## src/rtl/rv32_store_buffer.sv

```systemverilog
// In-order store buffer: queues committed stores, drains them one per memory
// handshake, and forwards full-word pending data to younger loads.
module rv32_store_buffer #(
  parameter int DEPTH = 4,
  parameter int AW    = 32
) (
  input  logic                   clk,
  input  logic                   rst,
  input  logic                   st_valid,
  output logic                   st_ready,
  input  logic [AW-1:0]          st_addr,
  input  logic [31:0]            st_data,
  input  logic [3:0]             st_be,
  input  logic [AW-1:0]          ld_addr,
  output logic                   ld_hit,
  output logic [31:0]            ld_data,
  output logic                   ld_stall,
  output logic                   mem_valid,
  input  logic                   mem_ready,
  output logic [AW-1:0]          mem_addr,
  output logic [31:0]            mem_wdata,
  output logic [3:0]             mem_be,
  output logic                   empty,
  output logic [$clog2(DEPTH):0] count
);
  localparam int PW = $clog2(DEPTH);
  localparam int CW = PW + 1;
  localparam logic [CW-1:0] FULL = CW'(DEPTH);

  logic [DEPTH-1:0] valid_reg;
  logic [AW-3:0]    addr_reg [DEPTH];
  logic [31:0]      data_reg [DEPTH];
  logic [3:0]       be_reg   [DEPTH];
  logic [PW-1:0]    head_reg;
  logic [PW-1:0]    tail_reg;
  logic [CW-1:0]    count_reg;

  logic             push;
  logic             pop;
  logic [DEPTH-1:0] match;
  logic             fwd_found;
  logic [PW-1:0]    fwd_idx;
  logic [PW-1:0]    scan_idx;
  logic             fwd_full;
  logic             unused_lsbs;

  // Byte offsets are irrelevant: everything is tracked per word.
  assign unused_lsbs = ^{st_addr[1:0], ld_addr[1:0]};

  // Readiness depends only on registered occupancy, so a full buffer never
  // accepts a store in the cycle it drains.
  assign st_ready  = !rst && (count_reg != FULL);
  assign push      = st_valid && st_ready;
  assign mem_valid = (count_reg != '0);
  assign pop       = mem_valid && mem_ready && !rst;

  assign mem_addr  = {addr_reg[head_reg], 2'b00};
  assign mem_wdata = data_reg[head_reg];
  assign mem_be    = be_reg[head_reg];
  assign empty     = (count_reg == '0);
  assign count     = count_reg;

  always_ff @(posedge clk) begin
    if (rst) begin
      head_reg  <= '0;
      tail_reg  <= '0;
      count_reg <= '0;
      valid_reg <= '0;
    end else begin
      if (push) begin
        tail_reg            <= tail_reg + 1'b1;
        valid_reg[tail_reg] <= 1'b1;
      end
      if (pop) begin
        head_reg            <= head_reg + 1'b1;
        valid_reg[head_reg] <= 1'b0;
      end
      case ({push, pop})
        2'b10:   count_reg <= count_reg + 1'b1;
        2'b01:   count_reg <= count_reg - 1'b1;
        default: count_reg <= count_reg;
      endcase
    end
  end

  // Payload needs no reset; the valid bits and count gate its use.
  always_ff @(posedge clk) begin
    if (push) begin
      addr_reg[tail_reg] <= st_addr[AW-1:2];
      data_reg[tail_reg] <= st_data;
      be_reg[tail_reg]   <= st_be;
    end
  end

  for (genvar gi = 0; gi < DEPTH; gi++) begin : g_match
    assign match[gi] = valid_reg[gi] && (addr_reg[gi] == ld_addr[AW-1:2]);
  end

  // Scan oldest to youngest; the last match seen is the youngest.
  always_comb begin
    fwd_found = 1'b0;
    fwd_idx   = head_reg;
    scan_idx  = head_reg;
    for (int k = 0; k < DEPTH; k++) begin
      scan_idx = head_reg + PW'(k);
      if (match[scan_idx]) begin
        fwd_found = 1'b1;
        fwd_idx   = scan_idx;
      end
    end
  end

  assign fwd_full = (be_reg[fwd_idx] == 4'hF);
  assign ld_hit   = fwd_found && fwd_full;
  assign ld_stall = fwd_found && !fwd_full;
  assign ld_data  = ld_hit ? data_reg[fwd_idx] : 32'h0;

endmodule
```

## config.mk

```make
export PLATFORM = sky130hd
export DESIGN_NAME = rv32_store_buffer
export DESIGN_NICKNAME = d
export VERILOG_FILES = /design/src/rtl/rv32_store_buffer.sv
export SDC_FILE = /design/constraint.sdc
export NUM_CORES = 1
export LEC_CHECK = 0
export CAP_MARGIN = 15
export CORE_UTILIZATION = 35
export CTS_CLUSTER_SIZE = 28
export DETAILED_ROUTE_END_ITERATION = 8
export GPL_TIMING_DRIVEN = 0
export HOLD_SLACK_MARGIN = 0.1
export SYNTH_ARGS = -nofsm -noshare
export SYNTH_HDL_FRONTEND = slang
export SYNTH_SLANG_ARGS = --single-unit
```

## constraint.sdc

```tcl
create_clock -name clk -period 5.05 [get_ports clk]
set_clock_uncertainty 0.15 [all_clocks]
set_input_delay 1.01 -clock clk [delete_from_list [all_inputs] [get_ports clk]]
set_output_delay 1.01 -clock clk [all_outputs]
set_load 0.02 [all_outputs]
```

==> flow_summary_export.csv <==
group,metric,value,unit
die,design.die.area,0.0380,mm^2
logic_synthesis,synth_most_common_cell,"sky130_fd_sc_hd__edfxtp_1",
place,minimum_setup_slack_after_placement,-1.71,ns
critical_path,critPathMaxFanout,5,
timing,hold_violations,0,
die,top_level_ports,212,
logic_synthesis,avgSynthCellArea,16.0,um^2
logic_synthesis,synth_cell_types,42,
cts,cts-root-buf,"sky130_fd_sc_hd__clkbuf_16",
timing,whs,0.373,ns
drt,detailed_route_wirelength_on_metal2,17800,um
cts,cts_tree,"done",
drt,via_per_inst,5.15,
die,core_region_area,0.0366,mm^2
drt,antenna_left,0,
power_and_ir_drop,total_power,5970,uW
logic_synthesis,mappedNetlistArea,0.0130,mm^2
finish,largest_reg_flops,128,
timing,timing.final.ws_setup,-0.129,ns
outcome,violations_in_the_final_reports,"negative setup slack",
logic_synthesis,synth-async-reset-ratio,0,
global_routing,maximum_number_of_pins_on_one_net_before_global_route_repair,37,
place,place.detailed.hpwl,25000,um
place,port-buffer-count,186,
outcome,outcome,"complete, but fails checks",
logic_synthesis,synth-seq-cells,277,
logic_synthesis,synth-seq-area-share,0.629,
logic_synthesis,yosys.area.top_type_share,0.609,
logic_synthesis,yosys_warnings,0,
logic_synthesis,synthTopCellsByCount,"264 x sky130_fd_sc_hd__edfxtp_1, 111 x sky130_fd_sc_hd__xnor2_1, 68 x sky130_fd_sc_hd__nand2_1",
cts,cts.sinks,277,
cts,cts_buffer_depth,3,
timing,tightestPinTransition,1.08,ns
cts,post_cts_hold_buffer_count,0,
run,maxCapViolations,0,
power_and_ir_drop,worst_ir_drop_vdd,0.000226,V
drt,drt_iter0_drc,500,
critical_path,reg2reg_slack,2.43,ns
logic_synthesis,netlist_top_cells_area,"sky130_fd_sc_hd__edfxtp_1 61%, sky130_fd_sc_hd__mux4_2 11%, sky130_fd_sc_hd__xnor2_1 7.5%, sky130_fd_sc_hd__mux2i_1 4.8%, sky130_fd_sc_hd__dfxtp_1 2.0%",
die,placementRows,70,
power_and_ir_drop,power.density_cell_area,342,mW/mm^2
global_routing,overflow,0,
global_routing,first_global_vias,8334,
die,floorplan.initialDensity,0.355,
cts,h_tree_depth_reported_by_cts,2,
place,placedInstanceArea,0.0156,mm^2
die,dieHeight,195,um
power_and_ir_drop,cellLeakagePower,0.00580,uW
drt,route.met3.wl,1870,um
logic_synthesis,post_synth_inst_count,812,
drt,drt_drc_violations_left,0,
drt,wirelength,36000,um
critical_path,path_type_of_the_worst_setup_path,"input port to output pin",
finish,nNetsFinal,1168,
logic_synthesis,synth_largest_area_cell,"sky130_fd_sc_hd__edfxtp_1",
cts,cts.reportedPaths.clkPinSlew,0.06,ns
finish,final_standard_cell_area_without_fillers,0.0175,mm^2
die,die_w,195,um
place,gp_congestion,0.837,
cts,clk_latency,0.50,ns
timing,fmax,193,MHz
timing,max_slew_margin,0.279,
global_routing,antenna_found_initial,3,
timing,setup-violations-final,33,
critical_path,worst_setup_path_start_kind,"input port",
drt,dr.pass1.iters,5,
worst_hold_path,hold_class,"flip-flop to flip-flop",
drt,detailroute.via_count,7975,
logic_synthesis,synth-edff-count,264,
drt,drt-met1-wl,15400,um
global_routing,global_route_wire_length_before_repair,52800,um
global_routing,grt.total_usage,0.190,
finish,layout-drive-gt1-share,0.282,
timing,grt_setup_unrepaired,"true",
drt,top_layer,"met5",
critical_path,cp_data_arrival_time,4.02,ns
timing,min_period,5.18,ns
critical_path,crit_required,3.89,ns
critical_path,end_kind,"output pin",
finish,areaGrowthSynthToFinish,34.3,%
timing,min_period_over_period,1.03,
logic_synthesis,synthFlopType,"sky130_fd_sc_hd__edfxtp_1",
drt,drt-wirelength-per-cell,23.3,um
timing,final-max-slew-violation-count,0,
cts,cts_buffers,34,
metal layers:
layer  vias up  global-route usage
li1       3604                   -
met1      4086               0.250
met2       226               0.317
met3        55              0.0357
met4         4              0.0566
met5         -                   0
cell usage in the layout, fill, tap and decap left out, drive strengths merged, types with 3 or more instances in the layout:
master / n
buf: 101
dfxtp: 13
clkinv: 16
or3: 3
a21oi: 4
a211oi: 7
ha: 9
clkbuf: 59
nand3: 5
nor4: 12
xor2: 13
o21ai: 4
nand4: 32
nand2: 68
edfxtp: 264
clkdlybuf4s50: 141
mux4: 66
xnor2: 111
and2: 5
inv: 13
mux2i: 63
nor2: 15
and3: 36
power breakdown:
group	internal (uW)	switching, uW
Clock	1380	904
Combinational	485	572
Sequential	2590	38.6
Total	4450	1510
metrics by stage:
stage,setup TNS (ns),utilization,instances
after global placement,-257.06,0.422,1467
after floorplan,0,-,813
after CTS,-0.277,0.473,1544
after global routing,-5.52,0.477,1547
after detailed placement,-55.93,0.426,1472
final,-2.78,0.477,1548
worst paths after layout:
check | startpoint | end | cells after the start
worst max-delay path | ld_addr[2] | ld_data[12] | 14
worst min register to register | valid_reg[2] | valid_reg[2] | 2
worst max register to register | count[0] | count[2] | 10
worst min-delay path | valid_reg[2] | valid_reg[2] | 2
layout make-up:
cell class	count	area, um^2
well taps	468	586
flip-flops and latches	277	8190
clock buffers	43	948
fillers	3158	19100
plain buffers	53	344
diodes	1	2.50
multi-input cells	469	5130
repair buffers	207	2110
clock inverters	18	109
inverters	12	45.0
critical path: stages:
cell                        delay [ns]
sky130_fd_sc_hd__buf_2            0.16
sky130_fd_sc_hd__xnor2_2          0.25
sky130_fd_sc_hd__nand4_1          0.19
sky130_fd_sc_hd__nor4_4           0.37
sky130_fd_sc_hd__and2_4           0.23
sky130_fd_sc_hd__nand2_2          0.06
sky130_fd_sc_hd__a311oi_2         0.32
sky130_fd_sc_hd__or3_4            0.20
sky130_fd_sc_hd__mux2_4           0.32
sky130_fd_sc_hd__a211oi_4         0.26
sky130_fd_sc_hd__buf_6            0.20
sky130_fd_sc_hd__clkbuf_16        0.16
sky130_fd_sc_hd__and3_1           0.16
sky130_fd_sc_hd__buf_6            0.12
logic make-up after synthesis:
logic type      share of synthesized area
flops                               0.629
simple gates                       0.0715
mux                                 0.165
xor+xnor                           0.0835
buf+inv                            0.0264
compound gates                     0.0142
fa+ha+maj                          0.0102
other cells                      0.000288
what timing repair did:
| action | 4_1_cts | 5_1_grt |
|---|---|---|
| gates resized for setup | 338 | 28 |
| setup endpoints to repair | 34 | 33 |
| cloned | 1 | 1 |
| setup buffers | 12 | 2 |
| pin swaps | 42 | 10 |
Power figures use the tool's default switching activity.
